===== config.mk =====
export PLATFORM = sky130hd
export DESIGN_NAME = sprite_pose_sequencer
export DESIGN_NICKNAME = d
export VERILOG_FILES = /design/src/rtl/anime_pkg.sv /design/src/rtl/anime_tick_div.sv /design/src/rtl/sprite_pose_sequencer.sv
export SDC_FILE = /design/constraint.sdc
export NUM_CORES = 1
export LEC_CHECK = 0
export ABC_AREA = 1
export CORE_MARGIN = 5
export CORE_UTILIZATION = 39
export DETAILED_ROUTE_END_ITERATION = 10
export PLACE_DENSITY = 0.76
export SKIP_CTS_REPAIR_TIMING = 1
export SYNTH_ARGS = -nofsm -noshare
export SYNTH_HDL_FRONTEND = slang
export SYNTH_SLANG_ARGS = --single-unit

===== constraint.sdc =====
create_clock -name i_clk -period 1.1 [get_ports i_clk]
set_input_delay 0.22 -clock i_clk [delete_from_list [all_inputs] [get_ports i_clk]]
set_output_delay 0.22 -clock i_clk [all_outputs]
set_load 0.02 [all_outputs]

===== src/rtl/anime_pkg.sv =====
// Shared codes for sprite pose sequencing: ghost states, directions,
// mouth FSM states and pose base values.
package anime_pkg;

    localparam logic [3:0] G_IDLE       = 4'd0;
    localparam logic [3:0] G_CHASE      = 4'd1;
    localparam logic [3:0] G_SCATTER    = 4'd2;
    localparam logic [3:0] G_FRIGHTENED = 4'd3;
    localparam logic [3:0] G_DIE        = 4'd4;

    localparam logic [1:0] DIR_R = 2'd0;
    localparam logic [1:0] DIR_L = 2'd1;
    localparam logic [1:0] DIR_U = 2'd2;
    localparam logic [1:0] DIR_D = 2'd3;

    typedef enum logic [1:0] {
        M_WIDE,
        M_HALF,
        M_CLOSED,
        M_HALF2
    } mouth_state_t;

    localparam int POSE_FRIGHT = 8;
    localparam int POSE_FLASH  = 10;
    localparam int POSE_EYES   = 12;
    localparam int POSE_DEATH  = 16;

    function automatic logic [1:0] mouth_code(input mouth_state_t m);
        logic [1:0] c;
        c = 2'd0;
        unique case (1'b1)
            (m == M_WIDE):                    c = 2'd0;
            (m == M_HALF) || (m == M_HALF2):  c = 2'd1;
            (m == M_CLOSED):                  c = 2'd2;
            default:                          c = 2'd0;
        endcase
        return c;
    endfunction

endpackage


===== src/rtl/anime_tick_div.sv =====
// Frame-tick divider: counts ticks 0..DIV-1 and flags the wrapping tick.
// The wrap flag is combinational so it lines up with the tick that causes it.
module anime_tick_div #(
    parameter int DIV = 8
) (
    input  logic i_clk,
    input  logic i_rst_n,
    input  logic i_tick,
    input  logic i_clr,
    output logic o_wrap
);

    localparam int CW = (DIV > 1) ? $clog2(DIV) : 1;
    localparam logic [CW-1:0] LAST = CW'(DIV - 1);

    logic [CW-1:0] cnt;

    assign o_wrap = i_tick && !i_clr && (cnt == LAST);

    always_ff @(posedge i_clk or negedge i_rst_n) begin
        if (!i_rst_n) begin
            cnt <= '0;
        end else if (i_clr) begin
            cnt <= '0;
        end else if (i_tick) begin
            cnt <= (cnt == LAST) ? '0 : cnt + CW'(1);
        end
    end

endmodule


===== src/rtl/sprite_pose_sequencer.sv =====
// Per-pixel pose select for Pac-Man and ghosts with frame-driven animation.
// Optional death animation enabled by defining PACMAN_DEATH_ANIM_EN.
module sprite_pose_sequencer
    import anime_pkg::*;
#(
    parameter int NUM_GHOSTS = 4,
    parameter int ANIM_DIV   = 8,
    parameter int FLASH_DIV  = 16,
    parameter int POSE_W     = 5
) (
    input  logic                    i_clk,
    input  logic                    i_rst_n,
    input  logic                    i_frame_tick,
    input  logic [3:0]              i_which_char,
    input  logic [1:0]              i_pacman_direction,
    input  logic                    i_pacman_moving,
    input  logic [4*NUM_GHOSTS-1:0] i_ghost_state,
    input  logic [2*NUM_GHOSTS-1:0] i_ghost_direction,
    input  logic                    i_fright_ending,
`ifdef PACMAN_DEATH_ANIM_EN
    input  logic                    i_pacman_dying,
`endif
    output logic [POSE_W-1:0]       o_pacman_pose,
    output logic [POSE_W-1:0]       o_ghost_pose,
    output logic                    o_anim_phase
);

    logic         step_pulse;
    logic         flash_wrap;
    logic         phase;
    logic         flash_on;
    logic         dying_fall;
    mouth_state_t mouth;
    mouth_state_t mouth_nx;
    logic [POSE_W-1:0] pac_c;
    logic [POSE_W-1:0] ghost_c;
    logic         g_hit;
    logic [3:0]   g_state;
    logic [1:0]   g_dir;

    anime_tick_div #(.DIV(ANIM_DIV)) u_step (
        .i_clk   (i_clk),
        .i_rst_n (i_rst_n),
        .i_tick  (i_frame_tick),
        .i_clr   (1'b0),
        .o_wrap  (step_pulse)
    );

    anime_tick_div #(.DIV(FLASH_DIV)) u_flash (
        .i_clk   (i_clk),
        .i_rst_n (i_rst_n),
        .i_tick  (i_frame_tick),
        .i_clr   (!i_fright_ending),
        .o_wrap  (flash_wrap)
    );

    always_ff @(posedge i_clk or negedge i_rst_n) begin
        if (!i_rst_n) begin
            phase    <= 1'b0;
            flash_on <= 1'b0;
        end else begin
            if (step_pulse) phase <= ~phase;
            if (!i_fright_ending) flash_on <= 1'b0;
            else if (flash_wrap) flash_on <= ~flash_on;
        end
    end

`ifdef PACMAN_DEATH_ANIM_EN
    logic       dying_q;
    logic       dying_rise;
    logic [3:0] death_cnt;

    assign dying_rise = i_pacman_dying && !dying_q;
    assign dying_fall = !i_pacman_dying && dying_q;

    always_ff @(posedge i_clk or negedge i_rst_n) begin
        if (!i_rst_n) begin
            dying_q   <= 1'b0;
            death_cnt <= '0;
        end else begin
            dying_q <= i_pacman_dying;
            if (dying_rise || dying_fall) death_cnt <= '0;
            else if (i_pacman_dying && step_pulse && death_cnt != 4'd11)
                death_cnt <= death_cnt + 4'd1;
        end
    end
`else
    assign dying_fall = 1'b0;
`endif

    always_ff @(posedge i_clk or negedge i_rst_n) begin
        if (!i_rst_n) mouth <= M_WIDE;
        else          mouth <= mouth_nx;
    end

    always_comb begin
        mouth_nx = mouth;
        if (dying_fall) begin
            mouth_nx = M_WIDE;
        end else if (step_pulse && i_pacman_moving) begin
            unique case (mouth)
                M_WIDE:   mouth_nx = M_HALF;
                M_HALF:   mouth_nx = M_CLOSED;
                M_CLOSED: mouth_nx = M_HALF2;
                M_HALF2:  mouth_nx = M_WIDE;
                default:  mouth_nx = M_WIDE;
            endcase
        end
    end

    always_comb begin
        pac_c = POSE_W'({i_pacman_direction, mouth_code(mouth)});
`ifdef PACMAN_DEATH_ANIM_EN
        if (i_pacman_dying)
            pac_c = POSE_W'(POSE_DEATH) + POSE_W'(death_cnt);
`endif
    end

    // Out-of-range selects leave g_hit low so the ghost pose reads 0.
    always_comb begin
        g_hit   = 1'b0;
        g_state = '0;
        g_dir   = '0;
        for (int k = 0; k < NUM_GHOSTS; k++) begin
            if (i_which_char == 4'(k + 1)) begin
                g_hit   = 1'b1;
                g_state = i_ghost_state[4*k +: 4];
                g_dir   = i_ghost_direction[2*k +: 2];
            end
        end
    end

    always_comb begin
        ghost_c = '0;
        if (g_hit) begin
            case (g_state)
                G_IDLE, G_CHASE, G_SCATTER:
                    ghost_c = POSE_W'({g_dir, phase});
                G_FRIGHTENED:
                    ghost_c = POSE_W'(flash_on ? POSE_FLASH : POSE_FRIGHT)
                            + POSE_W'(phase);
                G_DIE:
                    ghost_c = POSE_W'(POSE_EYES) + POSE_W'(g_dir);
                default:
                    ghost_c = '0;
            endcase
        end
    end

    always_ff @(posedge i_clk or negedge i_rst_n) begin
        if (!i_rst_n) begin
            o_pacman_pose <= '0;
            o_ghost_pose  <= '0;
        end else begin
            o_pacman_pose <= pac_c;
            o_ghost_pose  <= ghost_c;
        end
    end

    assign o_anim_phase = phase;

endmodule


==> impl_metrics.csv, run 1 <==
group,metric,value,unit
pwr,total_power,2.344,mW
clock_tree,clockRootBuffer,"sky130_fd_sc_hd__clkbuf_4",
outcome,failing_checks,"negative setup slack",
sta,finalHoldViolations,0,
critical_path,critical-path-top-delay-family,"flip-flops",
global_routing,grtUsageMet3,2.735,%
global_routing,met2_usage,28.35,%
sta,timing.final.max_slew_violations,0,
sta,rsz0062_at_grt,"true",
clock_tree,clock_sinks,19,
synth,synthDistinctLibCells,29,
synth,yosysTopAreaCell,"sky130_fd_sc_hd__dfrtp_1",
synth,mappedNetlistArea,1185,sq um
critical_path,worst_path_max_delay_cell,"sky130_fd_sc_hd__dfrtp_1",
routing,vias_per_cell,4.909,
critical_path,cp.buffers_inverters,0,
clock_tree,tritoncts,"done",
outcome,status,"finished with violations",
synth,ys.warnings.count,0,
synth,ys.flop_type,"sky130_fd_sc_hd__dfrtp_1",
layout,fillerInstances,249,
sta,postLayoutSetupSlackWorst,-0.04863,ns
critical_path,cp_cell_sequence,"ha_4, ha_4, mux2_4",
clock_tree,cts_inserted_buffers,3,
die,initial_utilization,39.79,%
hold_path,hp_class,"in2async",
critical_path,critPathArrivalTime,1.34,ns
sta,worst_hold_slack,0.2451,ns
global_routing,grtUsageMet1,16.90,%
placement,i_o_buffers,43,
synth,synth_seq_area_share,40.13,%
routing,detail_route.wirelength,3.161,mm
layout,num-nets-final,253,
critical_path,critical-path-max-stage-delay,0.43,ns
placement,place_congestion,0.8820,
die,chipWidth,65.12,microns
run,max_cap_violations,0,
sta,clock-skew-final,0.008184,ns
pwr,power.static_leakage,0.9408,nW
routing,drc,0,
synth,count_of_flip_flops_with_a_built_in_enable_after_synthesis,0,
layout,layout-drive-gt1-share,37.14,%
global_routing,grt_first_pass_wirelength,5.092,mm
clock_tree,worstSkewPairLatency,0.29,ns
clock_tree,clock_tree.buffer_depth,2,
placement,dp.final_hpwl,2.456,mm
synth,postSynthCellCount,144,
critical_path,crit_path_start_kind,"flop",
critical_path,r2r.worst_path.cells,3,
clock_tree,cts_max_level,1,
synth,top_cells_by_instance_count_after_synthesis,"sky130_fd_sc_hd__nand3_1 (25), sky130_fd_sc_hd__nand2_1 (24), sky130_fd_sc_hd__dfrtp_1 (19), sky130_fd_sc_hd__inv_1 (13), sky130_fd_sc_hd__nor2_1 (8)",
critical_path,cp-end-kind,"flop",
sta,post-route-min-period,1.149,ns
global_routing,number_of_antenna_violations_at_the_first_check_in_global_routing,0,
pwr,peak_supply_drop,0.4421,mV
global_routing,grt_max_degree,20,
routing,detailedRoute.firstPassIterationCount,4,
layout,insertedDiodeCount,0,
synth,synthArstFlopShare,100.0,%
die,placement_rows,20,
synth,synth_most_common_cell,"sky130_fd_sc_hd__nand3_1",
critical_path,cp_data_required_time,1.29,ns
global_routing,globalRouteTotalUtil,14.99,%
global_routing,grt_pass1_vias,1206,
die,floorplan.die.height,65.12,microns
synth,synth-seq-cells,19,
sta,layout_worst_path_cycle_share,104.4,%
routing,ant_nets,0,
synth,synth_area_leaders,"sky130_fd_sc_hd__dfrtp_1 (40%), sky130_fd_sc_hd__nand3_1 (11%), sky130_fd_sc_hd__nand2_1 (7.6%), sky130_fd_sc_hd__ha_1 (7.4%), sky130_fd_sc_hd__inv_1 (4.1%)",
sta,timing.fmax,870.6,MHz
global_routing,most_used_routing_layer,"met2",
layout,areaGrowthSynthToFinish,62.72,%
sta,setup_violations,2,
die,core_area,2978,sq um
clock_tree,clock_pin_slew_reported_for_the_worst_setup_and_hold_paths_after_clock_tree_synthesis,0.11,ns
global_routing,global_route.overflow_total,0,
synth,syn_area_per_cell,8.228,sq um
pwr,cellPowerDensity,1216,nW/um^2
critical_path,criticalPathCategory,"reg2reg",
die,floorplan.io_pins,46,
routing,vias,1193,
synth,synth_largest_type_area_fraction,40.13,%
routing,drt-wirelength-per-cell,13.01,microns
critical_path,timing.critical_path.mode_cell,"sky130_fd_sc_hd__ha_4",
critical_path,critical_path.max_fanout,2,
routing,drt-initial-drc-count,41,
critical_path,logic_depth_of_the_worst_path_buffers_included,3,
die,fp.dieArea,4241,sq um
## area by class of cell
type | instances | area (sq um) | share of cell area [%]
clock buffers | 3 | 22.52 | 1.168
clock inverters | 1 | 5.005 | 0.2596
inverters | 17 | 63.81 | 3.310
multi-input cells | 105 | 739.5 | 38.35
flip-flops and latches | 19 | 475.5 | 24.66
well taps | 33 | 41.29 | 2.141
repair buffers | 65 | 580.6 | 30.11
## logic make-up (layout without fill, tap and decap cells)
| logic type | count (synthesis) | after routing | synth area share, % |
|---|---|---|---|
| other | 1 | 2 | 0.3165 |
| and+or+nand+nor | 79 | 79 | 34.32 |
| DFF | 19 | 19 | 40.13 |
| xor gates and xnor gates | 2 | 2 | 1.479 |
| muxes | 1 | 1 | 0.9503 |
| buffers and inverters | 21 | 86 | 7.919 |
| adders and majority gates | 7 | 7 | 7.391 |
| AOI/OAI and AO/OA | 14 | 14 | 7.497 |
## flip-flops by register name, indices dropped and copies added (netlist names)
register and flops:
u_step.cnt 3, o_pacman_pose 4, flash_on 1, mouth 2
o_ghost_pose 4, o_anim_phase 1, u_flash.cnt 4
## path summary, 6_finish.rpt
kind / slack [ns] / from / endpoint
worst max-delay path: -0.05 / u_step.cnt[0]$_DFFE_PN0P_ / u_step.cnt[2]$_DFFE_PN0P_
worst min-delay path: 0.25 / i_rst_n / o_ghost_pose[3]$_DFF_PN0_
worst max register to register: -0.05 / u_step.cnt[0]$_DFFE_PN0P_ / u_step.cnt[2]$_DFFE_PN0P_
worst min register to register: 0.55 / flash_on$_DFFE_PN0P_ / flash_on$_DFFE_PN0P_
max in group asynchronous: 0.65 / i_rst_n / mouth[0]$_DFFE_PN0P_
min in group i_clk: 0.35 / i_which_char[2] / o_ghost_pose[0]$_DFF_PN0_
## placed cells by master, fill, tap and decap left out, types with 4 or more instances in the layout
master | synthesis | routed
sky130_fd_sc_hd__buf_6 | 1 | 6
sky130_fd_sc_hd__dlymetal6s2s_1 | 0 | 5
sky130_fd_sc_hd__nand4_1 | 5 | 5
sky130_fd_sc_hd__inv_1 | 13 | 13
sky130_fd_sc_hd__nand3_1 | 25 | 18
sky130_fd_sc_hd__nand3_2 | 0 | 7
sky130_fd_sc_hd__clkbuf_2 | 0 | 9
sky130_fd_sc_hd__buf_4 | 2 | 18
sky130_fd_sc_hd__nand2_2 | 6 | 11
sky130_fd_sc_hd__nor2_1 | 8 | 7
sky130_fd_sc_hd__o21ai_0 | 5 | 4
sky130_fd_sc_hd__ha_1 | 7 | 4
sky130_fd_sc_hd__clkdlybuf4s50_1 | 0 | 25
sky130_fd_sc_hd__dfrtp_1 | 19 | 19
sky130_fd_sc_hd__a21oi_1 | 5 | 5
sky130_fd_sc_hd__nor2_4 | 1 | 5
sky130_fd_sc_hd__nand2_1 | 24 | 18
## routing by layer
metal / share of wire, % / vias to the layer above
met5: 0 / -
met4: 1.1 / 0
met3: 5.6 / 4
met2: 53 / 41
met1: 40 / 541
li1: - / 607
## through the flow
stage	area, sq um	cells	util, %	worst slack, ns	TNS [ns]
floorplan	1217	145	-	-0.01659	-0.01659
global placement	1772	232	59.50	-0.6869	-4.676
detailed placement	1772	232	59.50	-0.7663	-5.262
CTS	1799	236	60.42	-0.4474	-5.209
global route	1928	243	64.75	-0.1326	-0.6311
finish	1928	243	64.75	-0.04863	-0.05186
## worst register-to-register path, cell delays in order, from the launching register on
cell	delay (ns)
sky130_fd_sc_hd__dfrtp_1	0.43
sky130_fd_sc_hd__ha_4	0.18
sky130_fd_sc_hd__ha_4	0.20
sky130_fd_sc_hd__mux2_4	0.25
## power breakdown
group / switching (mW) / leakage (nW) / total, mW / internal, mW
Combinational: 0.501 / 0.684 / 1.03 / 0.525
Clock: 0.212 / 0.0177 / 0.348 / 0.135
Sequential: 0.108 / 0.239 / 0.970 / 0.863
Total: 0.821 / 0.941 / 2.34 / 1.52
No activity file was read; power rests on OpenSTA's default activity.
==> run 2: changes to the inputs <==
Settings changed: GPL_TIMING_DRIVEN from default to 0.
Clock period 1.1 ns to 0.95 ns, I/O delays scaled along.
==> impl_metrics.csv, run 2 (synthesized netlist as in run 1, its figures left out) <==
group,metric,value,unit
outcome,status,"finished with violations",
outcome,failing_checks,"negative hold slack, negative setup slack",
layout,final_cell_area,2018,sq um
clock_tree,cts_max_level,1,
placement,place_congestion,0.9178,
clock_tree,clock_pin_slew_reported_for_the_worst_setup_and_hold_paths_after_clock_tree_synthesis,0.10,ns
critical_path,critical_path.reg2reg.endpoint,"mouth[0]$_DFFE_PN0P_",
sta,tightest_slew,0.8176,ns
sta,finalHoldViolations,19,
routing,vias_per_cell,5.193,
die,initial_utilization,39.79,%
layout,num-nets-final,243,
layout,areaGrowthSynthToFinish,70.33,%
critical_path,cp-end-kind,"flop",
layout,final_cell_mix,"sky130_fd_sc_hd__dfrtp_1 (19), sky130_fd_sc_hd__nand2_1 (17), sky130_fd_sc_hd__clkdlybuf4s50_1 (16)",
global_routing,global_route.overflow_total,0,
run,max_cap_violations,0,
routing,drt-wirelength-per-cell,14.06,microns
clock_tree,tritoncts,"done",
layout,insertedDiodeCount,0,
routing,ant_nets,0,
clock_tree,clock_tree.buffer_depth,2,
sta,post-route-min-period,1.184,ns
global_routing,globalRouteTotalUtil,13.34,%
global_routing,number_of_antenna_violations_at_the_first_check_in_global_routing,0,
sta,timing.final.max_slew_violations,0,
critical_path,regToRegStartpoint,"u_step.cnt[0]$_DFFE_PN0P_",
sta,layout_worst_path_cycle_share,124.6,%
global_routing,grt_pass1_vias,1127,
clock_tree,clock_sinks,19,
routing,drt-initial-drc-count,71,
placement,detailedPlace.worstSlack,-0.9502,ns
placement,i_o_buffers,42,
die,floorplan.io_pins,46,
routing,detail_route.wirelength,3.276,mm
die,placement_rows,20,
sta,setup_total_negative_slack,-1.752,ns
clock_tree,clockRootBuffer,"sky130_fd_sc_hd__clkbuf_4",
routing,vias,1210,
clock_tree,worstSkewPairLatency,0.28,ns
routing,drc,0,
layout,reg_top3,"o_ghost_pose x4, o_pacman_pose x4, u_flash.cnt x4",
placement,dp.final_hpwl,2.332,mm
sta,max-slew-margin-rel,45.40,%
sta,postLayoutSetupSlackWorst,-0.2338,ns
hold_path,hp_class,"in2async",
sta,timing.fmax,844.8,MHz
critical_path,crit_path_start_kind,"flop",
pwr,peak_supply_drop,0.5493,mV
placement,placement.cell_area,1704,sq um
critical_path,r2r.worst_path.cells,5,
critical_path,criticalPathCategory,"reg2reg",
clock_tree,cts_inserted_buffers,3,
placement,number_of_instances_in_the_placed_design,220,
die,fp.dieArea,4241,sq um
critical_path,critical_path.max_fanout,4,
die,chipWidth,65.12,microns
sta,clock-skew-final,0.0007782,ns
layout,fin_cells,233,
pwr,cellPowerDensity,1446,nW/um^2
die,core_area,2978,sq um
sta,rsz0062_at_grt,"true",
pwr,power.static_leakage,0.9901,nW
critical_path,slack_of_the_worst_reg_to_reg_path,-0.23,ns
die,floorplan.die.height,65.12,microns
layout,layout-drive-gt1-share,40.00,%
global_routing,grt_first_pass_wirelength,4.643,mm
critical_path,critPathArrivalTime,1.36,ns
layout,final_common_cell,"sky130_fd_sc_hd__dfrtp_1",
sta,setup_violations,24,
global_routing,grt_max_degree,20,
routing,detailedRoute.firstPassIterationCount,4,
critical_path,cp_data_required_time,1.13,ns
sta,worst_hold_slack,-0.02328,ns
## run 2: cell types whose count changed in the layout (fill, tap and decap cells not counted), moves of 3 or more
cell / change
sky130_fd_sc_hd__o21ai_0: -3
sky130_fd_sc_hd__dlymetal6s2s_1: +8
sky130_fd_sc_hd__clkbuf_2: -9
sky130_fd_sc_hd__nand3_1: -3
sky130_fd_sc_hd__buf_4: -11
sky130_fd_sc_hd__clkdlybuf4s50_1: -9
sky130_fd_sc_hd__buf_6: +9
sky130_fd_sc_hd__inv_1: -3
## run 2: cell type report
type                            count  area (sq um)
Sequential cell                    19         475.5
Clock buffer                        4         26.28
Inverter                           17         66.31
Buffer                              4         30.03
Timing Repair Buffer               51         568.0
Multi-Input combinational cell    105         810.8
Fill cell                         219         959.7
Tap cell                           33         41.29
## run 2: critical path, cell delays in order (launching register included)
cell and delay (ns):
sky130_fd_sc_hd__dfrtp_1 0.38, sky130_fd_sc_hd__ha_2 0.20, sky130_fd_sc_hd__ha_4 0.15, sky130_fd_sc_hd__nand3_4 0.09, sky130_fd_sc_hd__nor3_2 0.20, sky130_fd_sc_hd__a21oi_1 0.06
## run 2: how the worst max path moves through the flow
stage | to | slack, ns | from | depth (start not counted)
floorplan | u_step.cnt[2]$_DFFE_PN0P_ | -0.17 | u_step.cnt[0]$_DFFE_PN0P_ | 3
global placement | o_ghost_pose[1]$_DFF_PN0_ | -0.89 | i_which_char[0] | 11
detailed placement | o_ghost_pose[0]$_DFF_PN0_ | -0.95 | i_which_char[0] | 9
CTS | o_ghost_pose[1]$_DFF_PN0_ | -0.64 | i_which_char[0] | 11
global route | mouth[0]$_DFFE_PN0P_ | -0.34 | u_step.cnt[0]$_DFFE_PN0P_ | 5
finish | mouth[0]$_DFFE_PN0P_ | -0.23 | u_step.cnt[0]$_DFFE_PN0P_ | 5
## run 2: through the flow
step	utilization (%)	power (mW)	hold WS [ns]
floorplan	-	1.750	-0.1056
global route	67.77	3.112	0.05665
CTS	58.11	2.625	0.3167
global placement	57.23	2.154	0.4640
finish	67.77	2.919	-0.02328
detailed placement	57.23	2.230	0.4842
## run 2: report_power, final
group	total (mW)	internal, mW	switching, mW	leakage, nW
Combinational	1.39	0.726	0.662	0.736
Clock	0.389	0.163	0.226	0.0150
Sequential	1.14	1.00	0.140	0.239
Total	2.92	1.89	1.03	0.990
## run 2: metal layers
| layer | up-vias | track usage (%) | wire length [microns] |
|---|---|---|---|
| met4 | 0 | 4.404 | 144 |
| met2 | 63 | 24.01 | 1620 |
| met3 | 13 | 2.735 | 297 |
| met1 | 548 | 15.78 | 1214 |
| met5 | - | 0 | 0 |
| li1 | 586 | - | - |
==> run 3: changes to the inputs <==
Settings changed: CAP_MARGIN from default to 20, SETUP_SLACK_MARGIN from default to 0.2.
==> impl_metrics.csv, run 3 (synthesized netlist as in run 1, its figures left out) <==
group,metric,value,unit
outcome,status,"finished with violations",
outcome,failing_checks,"negative hold slack, negative setup slack",
routing,drt-wirelength-per-cell,13.70,microns
routing,m1WireLength,1.256,mm
routing,vias_per_cell,5.215,
routing,met2_length,1.676,mm
die,initial_utilization,39.79,%
placement,placement.cell_area,1707,sq um
sta,post-route-min-period,1.157,ns
global_routing,number_of_antenna_violations_at_the_first_check_in_global_routing,0,
sta,postLayoutSetupSlackWorst,-0.2067,ns
global_routing,grt_first_pass_wirelength,4.664,mm
placement,place_congestion,0.8911,
routing,detail_route.wirelength,3.248,mm
sta,setup_total_negative_slack,-1.877,ns
sta,timing.final.max_slew_violations,0,
layout,final_cell_mix,"sky130_fd_sc_hd__dfrtp_1 (19), sky130_fd_sc_hd__clkdlybuf4s50_1 (19), sky130_fd_sc_hd__buf_6 (18)",
routing,drc,0,
critical_path,cp.buffers_inverters,0,
critical_path,critical-path-max-stage-delay,0.41,ns
routing,ant_nets,0,
placement,i_o_buffers,42,
clock_tree,clock_pin_slew_reported_for_the_worst_setup_and_hold_paths_after_clock_tree_synthesis,0.11,ns
layout,finish.utilization,68.36,%
die,chipWidth,65.12,microns
sta,setup_violations,23,
global_routing,globalRouteTotalUtil,13.53,%
sta,worst_hold_slack,-0.04403,ns
clock_tree,clockRootBuffer,"sky130_fd_sc_hd__clkbuf_4",
placement,number_of_instances_in_the_placed_design,220,
layout,fillerInstances,238,
critical_path,critPathArrivalTime,1.35,ns
clock_tree,clock_tree.buffer_depth,2,
routing,top_signal_layer_used,"met4",
critical_path,cp_cell_sequence,"ha_2, ha_4, mux2_4",
pwr,cellPowerDensity,1453,nW/um^2
clock_tree,cts_max_level,1,
clock_tree,worstSkewPairLatency,0.30,ns
critical_path,critical-path-top-delay-family,"flip-flops",
critical_path,criticalPathCategory,"reg2reg",
die,floorplan.die.height,65.12,microns
pwr,power.static_leakage,0.9984,nW
placement,detailedPlace.worstSlack,-1.003,ns
critical_path,worst_path_max_delay_cell,"sky130_fd_sc_hd__dfrtp_1",
layout,layout-drive-gt1-share,43.14,%
routing,detailedRoute.firstPassIterationCount,4,
critical_path,critical_path.max_fanout,2,
sta,timing.fmax,864.5,MHz
sta,finalHoldViolations,19,
critical_path,crit_path_start_kind,"flop",
die,floorplan.io_pins,46,
global_routing,grt_max_degree,20,
clock_tree,cts_inserted_buffers,3,
pwr,peak_supply_drop,0.6434,mV
placement,dp.final_hpwl,2.346,mm
routing,route.met3.wl,222,microns
critical_path,cp_data_required_time,1.15,ns
clock_tree,clock_sinks,19,
critical_path,cp-end-kind,"flop",
routing,drt-initial-drc-count,73,
global_routing,global_route.overflow_total,0,
sta,clock-skew-final,0.006396,ns
layout,areaGrowthSynthToFinish,71.81,%
die,fp.dieArea,4241,sq um
layout,num-nets-final,247,
die,placement_rows,20,
layout,fin_cells,237,
sta,rsz0062_at_grt,"true",
routing,vias,1236,
layout,final_cell_area,2036,sq um
sta,tightest_slew,0.8091,ns
clock_tree,tritoncts,"done",
sta,max-slew-margin-rel,45.97,%
pwr,total_power,2.957,mW
sta,layout_worst_path_cycle_share,121.8,%
layout,insertedDiodeCount,0,
die,core_area,2978,sq um
global_routing,grt_pass1_vias,1187,
run,max_cap_violations,0,
hold_path,hp_class,"in2async",
layout,reg_top3,"o_ghost_pose x4, o_pacman_pose x4, u_flash.cnt x4",
## run 3: path summary, 6_finish.rpt
path	from	end	slack [ns]	cells past startpoint
worst max-delay path	u_step.cnt[1]$_DFFE_PN0P_	u_step.cnt[2]$_DFFE_PN0P_	-0.21	3
min in group i_clk	i_fright_ending	flash_on$_DFFE_PN0P_	0.22	3
worst min-delay path	i_rst_n	o_pacman_pose[1]$_DFF_PN0_	-0.04	1
max in group asynchronous	i_rst_n	u_flash.cnt[0]$_DFFE_PN0P_	0.49	1
worst min register to register	flash_on$_DFFE_PN0P_	flash_on$_DFFE_PN0P_	0.49	1
worst max register to register	u_step.cnt[1]$_DFFE_PN0P_	u_step.cnt[2]$_DFFE_PN0P_	-0.21	3
## run 3: per-layer routing
metal  global-route usage (%)  up-vias
li1                         -      591
met1                    15.04      568
met2                    25.80       66
met3                    2.222       11
met4                    4.663        0
met5                        0        -
## run 3: layout make-up
type / instances / area (sq um) / area share (%)
tap: 33 / 41.29 / 2.028
clock buffer: 4 / 26.28 / 1.291
buffer: 4 / 30.03 / 1.475
timing repair buffer: 55 / 586.8 / 28.83
multi-input combinational: 105 / 809.5 / 39.77
inverter: 17 / 66.31 / 3.258
sequential: 19 / 475.5 / 23.36
## run 3: where the power goes
group / total [mW] / internal, mW / switching [mW]
clock: 0.408 / 0.164 / 0.245
combinational: 1.40 / 0.759 / 0.640
sequential: 1.15 / 1.00 / 0.150
total: 2.96 / 1.92 / 1.03
